[src/rtl/neuron_ctrl.sv]
// Command sequencer for a single neuron: holds weights, inputs, config and threshold,
// and runs a three-phase step (accept, settle, commit) that captures the neuron's result.
module neuron_ctrl #(
   parameter int n_stage = 2
) (
   input  logic                 clk,
   input  logic                 rst_n,
   input  logic                 cmd_valid,
   input  logic [2:0]           cmd,
   input  logic [7:0]           data_in,
   output logic                 cmd_ready,
   output logic [2**n_stage-1:0] w,
   output logic [2**n_stage-1:0] x,
   output logic [2:0]           shift,
   output logic [3:0]           BN_factor,
   output logic [n_stage+1:0]   minus_teta,
   output logic [n_stage+1:0]   BN_addend,
   output logic [n_stage+1:0]   previus_u,
   output logic                 was_spike,
   input  logic [n_stage+1:0]   u_out,
   input  logic                 is_spike,
   output logic                 spike_out,
   output logic                 step_done,
   output logic [7:0]           spike_count
);
   localparam int N = 2**n_stage;
   localparam int U = n_stage + 2;

   localparam logic [2:0] OP_LOAD_W     = 3'd0;
   localparam logic [2:0] OP_LOAD_X     = 3'd1;
   localparam logic [2:0] OP_LOAD_CFG   = 3'd2;
   localparam logic [2:0] OP_LOAD_TETA  = 3'd3;
   localparam logic [2:0] OP_LOAD_BNADD = 3'd4;
   localparam logic [2:0] OP_STEP       = 3'd5;
   localparam logic [2:0] OP_CLR_U      = 3'd6;
   localparam logic [2:0] OP_NOP        = 3'd7;

   typedef enum logic [1:0] {IDLE, EVAL, COMMIT} state_t;

   state_t       r_state;
   logic [N-1:0] r_w;
   logic [N-1:0] r_x;
   logic [2:0]   r_shift;
   logic [3:0]   r_bn_factor;
   logic [U-1:0] r_minus_teta;
   logic [U-1:0] r_bn_addend;
   logic [U-1:0] r_previus_u;
   logic         r_was_spike;
   logic         r_spike_out;
   logic         r_step_done;
   logic [7:0]   r_spike_count;

   always_ff @(posedge clk or negedge rst_n) begin
      if (!rst_n) begin
         r_state       <= IDLE;
         r_w           <= '0;
         r_x           <= '0;
         r_shift       <= '0;
         r_bn_factor   <= '0;
         r_minus_teta  <= '0;
         r_bn_addend   <= '0;
         r_previus_u   <= '0;
         r_was_spike   <= 1'b0;
         r_spike_out   <= 1'b0;
         r_step_done   <= 1'b0;
         r_spike_count <= '0;
      end else begin
         r_step_done <= 1'b0;
         case (r_state)
            IDLE: begin
               if (cmd_valid) begin
                  case (cmd)
                     OP_LOAD_W:     r_w          <= data_in[N-1:0];
                     OP_LOAD_X:     r_x          <= data_in[N-1:0];
                     OP_LOAD_CFG: begin
                        r_shift     <= data_in[2:0];
                        r_bn_factor <= data_in[7:4];
                     end
                     OP_LOAD_TETA:  r_minus_teta <= data_in[U-1:0];
                     OP_LOAD_BNADD: r_bn_addend  <= data_in[U-1:0];
                     OP_STEP:       r_state      <= EVAL;
                     OP_CLR_U: begin
                        r_previus_u   <= '0;
                        r_was_spike   <= 1'b0;
                        r_spike_out   <= 1'b0;
                        r_spike_count <= '0;
                     end
                     OP_NOP: ;
                     default: ;
                  endcase
               end
            end
            // Settle cycle: the neuron sees stable operands before its result is captured.
            EVAL: r_state <= COMMIT;
            COMMIT: begin
               r_state     <= IDLE;
               r_previus_u <= u_out;
               r_was_spike <= is_spike;
               r_spike_out <= is_spike;
               r_step_done <= 1'b1;
               if (is_spike && (r_spike_count != 8'hFF))
                  r_spike_count <= r_spike_count + 8'd1;
            end
            default: r_state <= IDLE;
         endcase
      end
   end

   assign cmd_ready   = (r_state == IDLE);
   assign w           = r_w;
   assign x           = r_x;
   assign shift       = r_shift;
   assign BN_factor   = r_bn_factor;
   assign minus_teta  = r_minus_teta;
   assign BN_addend   = r_bn_addend;
   assign previus_u   = r_previus_u;
   assign was_spike   = r_was_spike;
   assign spike_out   = r_spike_out;
   assign step_done   = r_step_done;
   assign spike_count = r_spike_count;

endmodule

[config.mk]
export PLATFORM = sky130hd
export DESIGN_NAME = neuron_ctrl
export DESIGN_NICKNAME = d
export VERILOG_FILES = /design/src/rtl/neuron_ctrl.sv
export SDC_FILE = /design/constraint.sdc
export NUM_CORES = 1
export LEC_CHECK = 0
export CORE_MARGIN = 2
export CORE_UTILIZATION = 30
export CTS_CLUSTER_DIAMETER = 80
export CTS_CLUSTER_SIZE = 14
export DETAILED_ROUTE_END_ITERATION = 16
export PLACE_DENSITY = 0.64
export SETUP_SLACK_MARGIN = 0.5
export SKIP_CTS_REPAIR_TIMING = 1
export SLEW_MARGIN = 25
export SYNTH_ARGS = -nofsm -noshare
export SYNTH_HDL_FRONTEND = slang
export SYNTH_SLANG_ARGS = --single-unit
[constraint.sdc]
create_clock -name clk -period 1.5 [get_ports clk]
set_clock_uncertainty 0.2 [all_clocks]
set_input_delay 0.3 -clock clk [delete_from_list [all_inputs] [get_ports clk]]
set_output_delay 0.3 -clock clk [all_outputs]
set_load 0.02 [all_outputs]
==> impl_metrics.csv, run 1 <==
group,metric,value,unit
min_path,hold_class,"in -> reg",
grt,grt_use_met1,19.9,%
logic_synthesis,yosys_warnings,0,
logic_synthesis,synth-seq-cells,39,
grt,grt_max_degree,40,
logic_synthesis,syn_area,1630,µm²
logic_synthesis,yosysSeqAreaShare,60.0,%
timing,setup_violations,32,
layout,fillers,440,
timing,setup_slack,-0.211,ns
floorplan,fp.coreArea,5170,µm²
logic_synthesis,synth_area_leaders,"dfrtp_1 60%, mux2_2 16%, nand2_1 3.2%",
power_and_ir_drop,seqPwrFrac,43.2,%
place,dp_cells,271,
layout,nNetsFinal,244,
critical_path,slowest_delay,0.46,ns
floorplan,die_y,77.6,µm
routing,post_drt_wl_per_cell,15.1,µm
timing,fmax,584,MHz
power_and_ir_drop,p_clk_share,20.7,%
floorplan,io_pins,58,
power_and_ir_drop,vdd_drop_max,0.691,mV
logic_synthesis,synth-edff-count,0,
place,dp_slack,-0.561,ns
grt,grtUsageMet2,24.1,%
logic_synthesis,synthFlopType,"dfrtp_1",
layout,final_cell_mix,"46 x buf_6, 34 x dfrtp_1, 26 x buf_4",
cts,cts_tree,"done",
critical_path,cp-end-kind,"flop",
floorplan,num_rows,26,
cts,clock_sinks,39,
power_and_ir_drop,power.density,1130,nW/µm²
cts,clkTransAtPathRegs,0.07,ns
routing,viasPerCell,4.72,
critical_path,crit_family,"buffers and inverters",
critical_path,cp.required,1.47,ns
critical_path,path_cells,"clkdlybuf4s50_1 -> buf_4 -> nor3_2 -> nand3_2 -> mux2_2",
timing,max_slew_margin,83.1,%
logic_synthesis,syn_avg_cell_area,12.9,µm²
cts,clk_latency,0.29,ns
grt,grt_util_met3,5.23,%
floorplan,start_util,31.4,%
grt,grt_pass1_wl,7220,µm
critical_path,path_class,"in -> reg",
critical_path,cp_num_buf_inv,2,
power_and_ir_drop,pwr-share-comb,36.1,%
status,outcome,"complete, but fails checks",
layout,postLayoutCoreUtil,55.5,%
cts,ctsHtreeMaxLevel,2,
timing,fin_crit_sh,114,%
critical_path,critPathMaxFanout,4,
routing,ant_nets,0,
job,drv_cap,0,
grt,grt_usage,15.3,%
layout,layout_commonest_cell,"buf_6",
routing,dr.pass1.iters,4,
cts,cts_buffers,5,
logic_synthesis,syn_inst,126,
status,violations,"negative setup slack",
place,port_buffers,57,
place,hpwl,3210,µm
routing,wirelength,4440,µm
power_and_ir_drop,p_int,2.24,mW
cts,cts_max_path_buffers,2,
timing,fin_crit,1.71,ns
logic_synthesis,synth_top_area_share,60.0,%
place,globalplace.congestion,0.845,
timing,hold_violations,0,
grt,busiest_layer,"met2",
floorplan,die-area,6030,µm²
layout,diodes,0,
critical_path,cp-start-kind,"primary input",
timing,rsz0062_at_grt,"true",
logic_synthesis,synth_nets,146,
grt,first_global_vias,1425,
timing,report.final.slew_viol_count,0,
timing,worstMarginPinSlew,0.251,ns
floorplan,die_w,77.6,µm
routing,vias,1391,
grt,overflow,0,
logic_synthesis,ys_types,28,
grt,antenna_found_initial,0,
logic_synthesis,synthArstFlopShare,100,%
routing,dr.first_iter.drc_count,58,
layout,syn_to_final_growth,76.5,%
layout,fin_cells,295,
critical_path,critical-path-slowest-cell,"clkdlybuf4s50_1",
power_and_ir_drop,p_switching,0.994,mW
routing,drc,0,
layout,drive_gt1_share,57.3,%
cts,clock-root-buffer,"clkbuf_8",
power_and_ir_drop,power.leakage,1.38,nW
critical_path,cp.arrival,1.68,ns
logic_synthesis,yosysTopAreaCell,"dfrtp_1",
power_and_ir_drop,switching_share,30.7,%
==> kinds of logic after synthesis <==
family | after synthesis | share of synthesized area (%)
and+or+nand+nor | 44 | 14.7
DFF | 39 | 60.0
muxes | 25 | 17.2
AOI/OAI and AO/OA | 14 | 6.31
buffers and inverters | 3 | 1.08
adders and majority gates | 1 | 0.769
==> registers in the layout (all words and copies together), names as in the netlist <==
register / flops
previus_u: 4
shift: 3
r_state: 2
spike_count: 8
x: 4
step_done: 1
BN_factor: 4
minus_teta: 4
spike_out: 1
BN_addend: 4
w: 4
==> power groups by stage <==
stage                     clock network (mW)  registers [mW]  logic (mW)
final                                  0.670            1.40        1.17
after global routing                   0.746            1.42        1.24
after CTS                              0.690            1.36        1.06
after detailed placement                   0            1.38        1.05
after global placement                     0            1.37        1.03
after floorplan                            0            1.60       0.240
==> cells in the mapped netlist (2+ instances only) <==
library cell and n:
nor2b_1 2, nor2_1 5, mux2_2 23, buf_2 2, a22o_1 4, and3_1 4, o21ai_0 2, nand2_1 14
nand3_1 8, and4_1 3, a31oi_1 2, dfrtp_1 39, nand4_1 2, mux2i_1 2
==> path summary, 6_finish.rpt <==
path	from	endpoint	slack, ns	depth (start not counted)
min	cmd_valid	r_state[0]$_DFFE_PN0P_	0.20	2
max	cmd[1]	x[2]$_DFFE_PN0P_	-0.21	5
min reg2reg	previus_u[1]$_DFFE_PN0P_	previus_u[1]$_DFFE_PN0P_	0.32	1
max reg2reg	r_state[0]$_DFFE_PN0P_	BN_addend[1]$_DFFE_PN0P_	-0.16	3
max in group asynchronous	rst_n	r_state[1]$_DFFE_PN0P_	0.57	3
min in group asynchronous	rst_n	spike_count[0]$_DFFE_PN0P_	0.30	3
==> stage by stage <==
step,area [µm²],power [mW],setup TNS (ns),hold WS (ns)
after CTS,2610,3.11,-17.09,-0.229
after floorplan,1730,1.84,-1.08,-0.196
final,2870,3.24,-3.05,0.204
after global placement,2520,2.39,-15.55,0.0795
after detailed placement,2520,2.43,-17.59,0.0870
after global routing,2870,3.41,-4.66,0.212
==> layout make-up <==
type                    count  area (µm²)  share of cell area [%]
clock buffers               7        76.3                    2.66
repair buffers             94         942                    32.8
multi-input cells          84         778                    27.1
flip-flops and latches     39         982                    34.2
well taps                  70        87.6                    3.05
clock inverters             1        5.00                   0.174
==> routing by layer <==
metal | part of all wire [%] | wire (µm) | vias to the layer above
met5 | 0 | 0 | -
met3 | 6.4 | 286 | 8
met1 | 41 | 1820 | 679
met4 | 1.5 | 68 | 0
met2 | 51 | 2270 | 48
li1 | - | - | 656
==> worst reg2reg max path, delay by kind of cell, from the launching register on <==
family / cells / cell delay (ns)
AND/OR/NAND/NOR: 2 / 0.58
flip-flops: 1 / 0.45
multiplexers: 1 / 0.31
Power figures use the tool's default switching activity.
==> run 2, diff against run 1 <==
- SETUP_SLACK_MARGIN: 0.5 -> 0.02
==> run 2 against run 1 <==
  * The run still ends with negative setup slack left
  * Sequential share of layout area decreased by 0.43 points
  * Hold slack better by 0.064 ns
  * Flip-flop and latch count unchanged
  * Critical endpoint is now spike_count[3]$_DFFE_PN0P_
  * Clock power fell by 0.6%
  * Total power shrank 5.7%
  * Sequential power down 4%
==> impl_metrics.csv, run 2 (synthesis results as in run 1) <==
group,metric,value,unit
layout,layout_commonest_cell,"dlymetal6s2s_1",
routing,drc,0,
critical_path,crit_path_start,"r_state[0]$_DFFE_PN0P_",
power_and_ir_drop,power.density,1050,nW/µm²
place,port_buffers,57,
min_path,hold_class,"in -> reg",
timing,setup_slack,-0.167,ns
layout,nNetsFinal,237,
power_and_ir_drop,vdd_drop_max,0.551,mV
floorplan,io_pins,58,
critical_path,slowest_delay,0.46,ns
layout,postLayoutCoreUtil,56.1,%
timing,hold_violations,0,
critical_path,cp.required,1.47,ns
power_and_ir_drop,fin_total_pwr,3.05,mW
floorplan,fp.coreArea,5170,µm²
cts,clock-root-buffer,"clkbuf_8",
routing,dr.first_iter.drc_count,39,
critical_path,critPathMaxFanout,5,
critical_path,critical-path-slowest-cell,"dfrtp_2",
timing,setup_violations,32,
min_path,worstHoldStart,"cmd_valid",
layout,final_cell_mix,"42 x dlymetal6s2s_1, 35 x dfrtp_1, 18 x buf_4",
critical_path,path_class,"reg -> reg",
place,globalplace.congestion,0.863,
floorplan,die_w,77.6,µm
critical_path,path_cells,"buf_6 -> nand3b_1 -> a21oi_4 -> nand4_1 -> mux2i_1",
timing,report.final.slew_viol_count,0,
timing,fin_crit_sh,111,%
cts,clk_latency,0.28,ns
grt,antenna_found_initial,0,
floorplan,start_util,31.4,%
layout,largest_reg_flops,8,
timing,rsz0062_at_grt,"true",
timing,fin_crit,1.67,ns
status,violations,"negative setup slack",
place,placed_area,2510,µm²
critical_path,r2r_start,"r_state[0]$_DFFE_PN0P_",
grt,grt_pass1_wl,7000,µm
power_and_ir_drop,power.leakage,1.77,nW
grt,first_global_vias,1441,
timing,whs,0.267,ns
routing,dr.pass1.iters,4,
routing,ant_nets,0,
cts,clkTransAtPathRegs,0.07,ns
min_path,holdPathStages,3,
cts,cts_tree,"done",
place,hpwl,3110,µm
floorplan,num_rows,26,
critical_path,r2r_cells,5,
routing,wirelength,4440,µm
cts,cts_max_path_buffers,2,
layout,diodes,0,
floorplan,die-area,6030,µm²
cts,cts_buffers,5,
layout,fin_cells,288,
critical_path,cp-start-kind,"flop",
cts,clock_sinks,39,
routing,post_drt_wl_per_cell,15.4,µm
layout,syn_to_final_growth,78.5,%
timing,fin_tns_setup,-2.62,ns
layout,drive_gt1_share,38.1,%
cts,ctsHtreeMaxLevel,2,
grt,overflow,0,
place,dp_slack,-0.574,ns
layout,fin_area,2900,µm²
grt,grt_usage,14.4,%
floorplan,die_y,77.6,µm
routing,viasPerCell,4.88,
timing,worstMarginPinSlew,0.385,ns
place,dp_cells,271,
status,outcome,"complete, but fails checks",
routing,vias,1406,
critical_path,cp-end-kind,"flop",
timing,fmax,600,MHz
timing,max_slew_margin,74.3,%
layout,fillers,425,
grt,grt_max_degree,40,
critical_path,cp.arrival,1.64,ns
job,drv_cap,0,
[run 2: cell count changes in the layout (fill, tap and decap cells not counted), sizes merged]
cell,change
buf,-44
clkdlybuf4s15,-1
clkdlybuf4s50,-1
dlymetal6s2s,+39
[run 2: final timing paths]
kind / to / slack, ns
worst max-delay path: spike_count[3]$_DFFE_PN0P_ / -0.17
worst min register to register: previus_u[1]$_DFFE_PN0P_ / 0.29
worst min-delay path: r_state[0]$_DFFE_PN0P_ / 0.27
max in group asynchronous: r_state[0]$_DFFE_PN0P_ / 0.58
worst max register to register: spike_count[3]$_DFFE_PN0P_ / -0.17
min in group asynchronous: spike_count[2]$_DFFE_PN0P_ / 0.30
[run 2: cell type report]
| class | instances | area, µm² | share of cell area, % |
|---|---|---|---|
| flip-flops and latches | 39 | 981 | 33.8 |
| repair buffers | 87 | 946 | 32.6 |
| multi-input cells | 84 | 808 | 27.8 |
| well taps | 70 | 87.6 | 3.02 |
| clock buffers | 7 | 76.3 | 2.63 |
| clock inverters | 1 | 5.00 | 0.172 |
[run 2: power by group]
group	leakage, nW	switching [mW]	internal (mW)
registers	0.487	0.112	1.24
clock network	0.0422	0.340	0.326
logic	1.24	0.477	0.557
[run 2: routing by layer]
| layer | up-vias | wire length (µm) | share of wire (%) | track usage (%) |
|---|---|---|---|---|
| met3 | 2 | 291 | 6.6 | 5.12 |
| met2 | 53 | 2270 | 51 | 23.4 |
| met4 | 0 | 6 | 0.14 | 3.39 |
| met1 | 711 | 1870 | 42 | 18.4 |
| met5 | - | 0 | 0 | 0 |
| li1 | 640 | - | - | - |
[run 2: worst max-delay path, delay by kind of cell (launching register included)]
| family | cells | cell delay, ns |
|---|---|---|
| compound gates | 1 | 0.24 |
| simple gates | 2 | 0.39 |
| flops | 1 | 0.46 |
| mux | 1 | 0.14 |
| buf+inv | 1 | 0.14 |
==> run 3, diff against run 2 <==
- PLACE_DENSITY: 0.64 -> 0.62
- clock period: 1.5 -> 1.7 ns (I/O delays scaled with it)
==> run 3 against run 2 <==
  * The flow still finishes with violations (negative setup slack)
  * Flip-flop and latch count stayed put
  * Global-route usage is 0.30 points lower
  * Core utilization is 4.5 points lower
  * Design area is 8.0% lower
  * Critical path type unchanged
  * Critical endpoint is now BN_addend[0]$_DFFE_PN0P_
==> impl_metrics.csv, run 3 (synthesis results as in run 1) <==
group,metric,value,unit
status,outcome,"complete, but fails checks",
status,violations,"negative setup slack",
timing,fin_crit_sh,101,%
power_and_ir_drop,fin_total_pwr,2.78,mW
cts,clock_sinks,39,
timing,max_slew_margin,73.1,%
cts,cts_max_path_buffers,2,
layout,largest_reg_flops,8,
layout,postLayoutCoreUtil,51.7,%
timing,rsz0062_at_grt,"true",
routing,dr.pass1.iters,4,
layout,fillers,430,
layout,diodes,0,
critical_path,cp-end-kind,"flop",
routing,ant_nets,0,
critical_path,slowest_delay,0.43,ns
routing,viasPerCell,4.86,
grt,grt_max_degree,24,
cts,cts_buffers,5,
floorplan,num_rows,26,
timing,fin_crit,1.71,ns
critical_path,cp.arrival,1.69,ns
timing,setup_violations,3,
critical_path,cp-start-kind,"flop",
power_and_ir_drop,vdd_drop_max,0.656,mV
layout,drive_gt1_share,33.2,%
timing,report.final.slew_viol_count,0,
critical_path,cp.required,1.68,ns
timing,whs,0.310,ns
timing,fmax,584,MHz
layout,nNetsFinal,221,
power_and_ir_drop,power.leakage,1.62,nW
place,dp_slack,-0.373,ns
layout,syn_to_final_growth,64.3,%
cts,ctsHtreeMaxLevel,2,
critical_path,critical-path-slowest-cell,"dfrtp_1",
place,globalplace.congestion,0.789,
floorplan,fp.coreArea,5170,µm²
grt,first_global_vias,1358,
cts,clkTransAtPathRegs,0.08,ns
routing,post_drt_wl_per_cell,15.1,µm
timing,fin_tns_setup,-0.0165,ns
place,hpwl,3000,µm
floorplan,start_util,31.4,%
cts,clk_latency,0.29,ns
grt,antenna_found_initial,0,
layout,final_cell_mix,"38 x dlymetal6s2s_1, 36 x dfrtp_1, 23 x mux2_2",
critical_path,path_cells,"nor4_1 -> and3_2 -> mux2_2",
power_and_ir_drop,power.density,1040,nW/µm²
floorplan,die-area,6030,µm²
min_path,hold_class,"in -> async",
timing,setup_slack,-0.0116,ns
grt,overflow,0,
critical_path,critPathMaxFanout,4,
timing,hold_violations,0,
layout,layout_commonest_cell,"dlymetal6s2s_1",
routing,dr.first_iter.drc_count,43,
cts,clock-root-buffer,"clkbuf_8",
cts,cts_tree,"done",
grt,grt_pass1_wl,6800,µm
place,port_buffers,57,
grt,grt_usage,14.1,%
floorplan,io_pins,58,
routing,drc,0,
timing,worstMarginPinSlew,0.404,ns
job,drv_cap,0,
routing,wirelength,4110,µm
routing,vias,1321,
floorplan,die_w,77.6,µm
floorplan,die_y,77.6,µm
critical_path,path_class,"reg -> reg",
## run 3: cell count changes in the layout (fill, tap and decap cells not counted), moves of 2 or more
cell	change
mux2_4	-9
mux2_2	+9
buf_6	-6
clkdlybuf4s50_1	+4
buf_4	-8
clkbuf_1	-2
dlymetal6s2s_1	-4
## run 3: where the power goes
group          internal (mW)  switching, mW  leakage, nW
Sequential              1.09          0.102        0.489
Combinational          0.428          0.393         1.07
Clock                  0.437          0.321       0.0581
## run 3: layout make-up
cell class	instances	area (µm²)	share of cell area, %
flip-flops and latches	39	980	36.7
repair buffers	71	783	29.3
multi-input cells	84	709	26.5
well taps	70	87.6	3.28
clock buffers	5	68.8	2.57
clock inverters	3	43.8	1.64
## run 3: worst paths after layout
path | startpoint | endpoint | slack [ns] | depth (start not counted)
max in group asynchronous | rst_n | r_state[0]$_DFFE_PN0P_ | 0.52 | 3
min reg2reg | w[1]$_DFFE_PN0P_ | w[1]$_DFFE_PN0P_ | 0.31 | 1
min in group clk | w[1]$_DFFE_PN0P_ | w[1]$_DFFE_PN0P_ | 0.31 | 1
max reg2reg | r_state[1]$_DFFE_PN0P_ | BN_addend[0]$_DFFE_PN0P_ | -0.01 | 3
max | r_state[1]$_DFFE_PN0P_ | BN_addend[0]$_DFFE_PN0P_ | -0.01 | 3
min | rst_n | previus_u[0]$_DFFE_PN0P_ | 0.31 | 2
## run 3: metrics by stage
| step | cells | cell area (µm²) |
|---|---|---|
| floorplan | 126 | 1640 |
| global route | 272 | 2670 |
| detailed placement | 263 | 2380 |
| global placement | 263 | 2380 |
| finish | 272 | 2670 |
| CTS | 271 | 2490 |
## run 3: layer usage
layer  wire length (µm)  track usage, %  vias to the layer above
met3                308            4.88                        8
li1                   -               -                      613
met5                  0               0                        -
met1               1700            18.3                      652
met4                 59            4.11                        0
met2               2050            22.4                       48
## run 3: worst max-delay path: cells and delay by family (launching register included)
family	cells	cell delay, ns
simple gates	2	0.62
mux	1	0.35
flops	1	0.43
